===== src/rtl/rand_pq_pkg.sv =====
// Shared types for the randomized priority-queue stimulus driver.
package rand_pq_pkg;

  localparam int unsigned KEY_W  = 16;
  localparam int unsigned BYTE_W = 8;

  typedef enum logic [2:0] {
    StIdle,
    StDecide,
    StKeyHi,
    StKeyLo,
    StIssue,
    StDone
  } drv_state_t;

  typedef struct packed {
    logic             enq;
    logic [KEY_W-1:0] key;
  } pq_op_t;

endpackage


===== src/rtl/rand_pq_driver.sv =====
// Steps an external 8-bit LFSR to build enqueue/dequeue operations and issues them to a
// priority queue over valid/ready until NUM_OPS handshakes have completed.
module rand_pq_driver
  import rand_pq_pkg::*;
#(
  parameter int unsigned       NUM_OPS    = 64,
  parameter logic [BYTE_W-1:0] ENQ_THRESH = 8'h80,
  parameter int unsigned       CNT_W      = 16
) (
  input  logic              clk,
  input  logic              rst,
  input  logic              start,
  input  logic              abort,
  output logic              lfsr_enb,
  input  logic [BYTE_W-1:0] lfsr_q,
  input  logic              pq_full,
  input  logic              pq_empty,
  output logic              op_valid,
  input  logic              op_ready,
  output logic              op_enq,
  output logic [KEY_W-1:0]  op_key,
  output logic              busy,
  output logic              done,
  output logic [CNT_W-1:0]  ops_issued
);

  localparam logic [CNT_W-1:0] NumOpsCnt = CNT_W'(NUM_OPS);

  drv_state_t       state_q, state_d;
  pq_op_t           op_q, op_d;
  logic [CNT_W-1:0] cnt_q, cnt_d;
  logic             decide_enq;

  // Empty outranks full so a queue reporting both still gets an enqueue.
  assign decide_enq = pq_empty | (~pq_full & (lfsr_q < ENQ_THRESH));

  always_comb begin
    state_d = state_q;
    op_d    = op_q;
    cnt_d   = cnt_q;
    if ((state_q != StIdle) && abort) begin
      state_d = StIdle;
    end else begin
      unique case (state_q)
        StIdle: begin
          if (start) begin
            cnt_d   = '0;
            state_d = StDecide;
          end
        end
        StDecide: begin
          op_d.enq = decide_enq;
          if (decide_enq) begin
            state_d = StKeyHi;
          end else begin
            op_d.key = '0;
            state_d  = StIssue;
          end
        end
        StKeyHi: begin
          op_d.key[KEY_W-1:BYTE_W] = lfsr_q;
          state_d                  = StKeyLo;
        end
        StKeyLo: begin
          op_d.key[BYTE_W-1:0] = lfsr_q;
          state_d              = StIssue;
        end
        StIssue: begin
          if (op_ready) begin
            cnt_d   = cnt_q + CNT_W'(1);
            state_d = (cnt_d == NumOpsCnt) ? StDone : StDecide;
          end
        end
        StDone: begin
          state_d = StIdle;
        end
        default: begin
          state_d = StIdle;
        end
      endcase
    end
  end

  always_ff @(posedge clk) begin
    if (rst) begin
      state_q <= StIdle;
      op_q    <= '0;
      cnt_q   <= '0;
    end else begin
      state_q <= state_d;
      op_q    <= op_d;
      cnt_q   <= cnt_d;
    end
  end

  // The LFSR consumes exactly one byte in each of the three byte-gathering states.
  assign lfsr_enb   = (state_q == StDecide) || (state_q == StKeyHi) || (state_q == StKeyLo);
  assign op_valid   = (state_q == StIssue);
  assign busy       = (state_q != StIdle);
  assign done       = (state_q == StDone);
  assign op_enq     = op_q.enq;
  assign op_key     = op_q.key;
  assign ops_issued = cnt_q;

endmodule

===== config.mk =====
export PLATFORM = sky130hd
export DESIGN_NAME = rand_pq_driver
export DESIGN_NICKNAME = d
export VERILOG_FILES = /design/src/rtl/rand_pq_pkg.sv /design/src/rtl/rand_pq_driver.sv
export SDC_FILE = /design/constraint.sdc
export NUM_CORES = 1
export LEC_CHECK = 0
export BUFFER_PORTS_ARGS = -buffer_cell sky130_fd_sc_hd__buf_2
export CAP_MARGIN = 20
export CORE_AREA = 2 2 82 60
export DETAILED_ROUTE_END_ITERATION = 7
export DIE_AREA = 0 0 84 62
export PLACE_DENSITY = 0.69
export SYNTH_ARGS = -nofsm -noshare
export SYNTH_HDL_FRONTEND = slang
export SYNTH_SLANG_ARGS = --single-unit
export TNS_END_PERCENT = 5

===== constraint.sdc =====
create_clock -name clk -period 2.29 [get_ports clk]
set_input_delay 0.1145 -clock clk [delete_from_list [all_inputs] [get_ports clk]]
set_output_delay 0.1145 -clock clk [all_outputs]
set_load 0.01 [all_outputs]

==> results.sh <==
export IMPL_synth_simple_area_share_pct=32.3
export IMPL_synth_distinct_cells=51
export IMPL_p_leak_nw=0.975
export IMPL_cts_made_buffers=5
export IMPL_synth_area_top_cells="dfxtp_1 (37%), a21oi_1 (5.9%), nand3_1 (5.2%), nor2_1 (4.4%), a22oi_1 (3.9%)"
export IMPL_fin_skew_ns=0.00369
export IMPL_synthTopCellsByCount="dfxtp_1 (36), a21oi_1 (23), nor2_1 (23)"
export IMPL_post_route_period_util_pct=86.5
export IMPL_yosys_register_bits=36
export IMPL_grt_overflow=0
export IMPL_seq_power_share_pct=49.2
export IMPL_setup_tns_ns=0
export IMPL_fin_util_pct=51.3
export IMPL_p_sw_share_pct=23.5
export IMPL_crit_required_ns=2.49
export IMPL_dp_hpwl_um=3520
export IMPL_grt_pass1_vias=1594
export IMPL_dpl_worst_slack_ns=0.325
export IMPL_h_tree_depth=2
export IMPL_muxShareOfSynthArea_pct=1.55
export IMPL_ctsRootBufferMaster="clkbuf_8"
export IMPL_viasPerCell=5.63
export IMPL_vdd_ir_drop_max_mv=0.415
export IMPL_io_pin_count=52
export IMPL_grt_max_degree=38
export IMPL_grt_pass1_wl_um=7820
export IMPL_postLayoutSetupSlackWorst_ns=0.310
export IMPL_cp_arrival_ns=2.18
export IMPL_hold_ws_ns=0.0885
export IMPL_dieArea_um2=5210
export IMPL_clkPwrFrac_pct=43.1
export IMPL_port_buffers=51
export IMPL_synth_adder_area_share_pct=0.644
export IMPL_critPathLaunchType="register"
export IMPL_antenna_cells=0
export IMPL_yosysSeqAreaShare_pct=37.1
export IMPL_combPwrFrac_pct=7.7
export IMPL_place_area_um2=2220
export IMPL_nets=302
export IMPL_finalHoldViolCount=0
export IMPL_synth_ff_type="dfxtp_1"
export IMPL_synth_xor_area_share_pct=2.71
export IMPL_wirelength_um=4920
export IMPL_track_usage_pct=19.2
export IMPL_die_h_um=62
export IMPL_num_fill_cells=449
export IMPL_hold_buffers=0
export IMPL_clock_sinks=36
export IMPL_initial_utilization_pct=42.7
export IMPL_dr_pass1_iters=4
export IMPL_setup_viol=0
export IMPL_cts_tree="done"
export IMPL_clk_latency_ns=0.29
export IMPL_synth_edff_count=0
export IMPL_status="complete, no violations"
export IMPL_dr_first_iter_drc_count=126
export IMPL_drv_slew=0
export IMPL_synth_top_family_by_area="simple AND/OR/NAND/NOR gates"
export IMPL_synth_compound_area_share_pct=20.2
export IMPL_async_flop_share_pct=0
export IMPL_cts_setup_buffers=0
export IMPL_synth_top_area_share_pct=37.1
export IMPL_max_cap_violations=0
export IMPL_relSlewSlack_pct=54.3
export IMPL_core_um2=4550
export IMPL_rows=21
export IMPL_worst_slew_pin_slew_ns=0.686
export IMPL_routedWlPerCell_um=14.3
export IMPL_final_cell_area_um2=2330
export IMPL_die_x_um=84
export IMPL_syn_avg_cell_area_um2=8.12
export IMPL_hp_class="in -> reg"
export IMPL_critical_path_max_fanout=7
export IMPL_gp_congestion=0.872
export IMPL_endpoint_kind="register"
export IMPL_antenna_left=0
export IMPL_post_cts_resized=0
export IMPL_p_sw_mw=0.303
export IMPL_area_delta_synth_final_pct=20.0
export IMPL_max_freq_mhz=505
export IMPL_synth_warnings=0
export IMPL_power_density_nw_per_um2=555
export IMPL_period_minus_slack_ns=1.98
export IMPL_drive_above_1_share_pct=26.8
export IMPL_critPathKind="reg -> reg"
export IMPL_syn_nets=255
export IMPL_syn_area_um2=1940
export IMPL_p_int_mw=0.989
export IMPL_path_clk_slew_ns=0.07
export IMPL_cts_buffer_depth=2
export IMPL_yosysMostFrequentCell="dfxtp_1"
export IMPL_synth_largest_area_cell="dfxtp_1"
export IMPL_route_detailed_drc=0
export IMPL_syn_inst=239
export IMPL_antenna_found_initial=0
export IMPL_rsz0062_at_grt="false"
export IMPL_vias=1935
==> through the flow <==
step | power (mW) | std cells
after global placement | 0.749 | 336
after detailed placement | 0.748 | 336
after CTS | 1.30 | 344
final | 1.29 | 344
after floorplan | 0.711 | 239
after global routing | 1.35 | 344
==> registers in the layout, summed over array words and instances (netlist names) <==
| name | cells |
|---|---|
| op_key | 16 |
| ops_issued | 16 |
| state_q | 3 |
| op_enq | 1 |
==> critical path, cell delays in order, from the launching register on <==
cell and delay, ns:
dfxtp_1 0.44, ha_1 0.34, nand3_1 0.27, nor2_1 0.26, xnor2_1 0.14, a31oi_1 0.11, o41ai_2 0.32
==> power by group through the flow <==
stage	logic, mW	clock network [mW]	registers [mW]
global route	0.109	0.601	0.637
detailed placement	0.0975	0	0.651
CTS	0.0983	0.569	0.636
finish	0.0992	0.557	0.636
floorplan	0.0612	0	0.650
global placement	0.0986	0	0.651
==> cells in the final DEF, fill, tap and decap left out, types with 5 or more instances in the layout <==
master	n
a21oi_1	23
a22oi_1	10
buf_2	51
buf_4	5
clkbuf_8	5
dfxtp_1	36
inv_1	5
nand2_1	20
nand3_1	20
nor2_1	23
nor3_1	7
o21ai_0	9
xnor2_1	5
==> kinds of logic after synthesis <==
logic type	after synthesis
flops	36
buf+inv	21
compound gates	61
simple gates	111
mux	3
fa+ha+maj	1
xor+xnor	6
==> worst paths after layout <==
| kind | start | to | slack, ns | depth (start not counted) |
|---|---|---|---|---|
| worst max-delay path | ops_issued[0] | state_q[2] | 0.31 | 6 |
| worst min-delay path | lfsr_q[6] | op_key[6] | 0.09 | 3 |
| worst max register to register | ops_issued[0] | state_q[2] | 0.31 | 6 |
| worst min register to register | op_key[3] | op_key[3] | 0.45 | 2 |
==> final cells by class <==
| class | count | area (um^2) | share of cell area, % |
|---|---|---|---|
| Multi-Input combinational cell | 182 | 1110 | 47.9 |
| Timing Repair Buffer | 56 | 293 | 12.6 |
| Inverter | 5 | 18.8 | 0.806 |
| Clock buffer | 5 | 68.8 | 2.95 |
| Sequential cell | 36 | 721 | 30.9 |
| Tap cell | 57 | 71.3 | 3.06 |
| Clock inverter | 3 | 42.5 | 1.83 |
==> layer usage <==
| layer | up-vias | routed length, um | GRT usage (%) |
|---|---|---|---|
| li1 | 965 | - | - |
| met1 | 918 | 2500 | 27.2 |
| met5 | - | 0 | 0 |
| met2 | 48 | 2120 | 29.1 |
| met4 | 0 | 45 | 6.22 |
| met3 | 4 | 250 | 4.89 |
(Power assumes the default switching activity.)
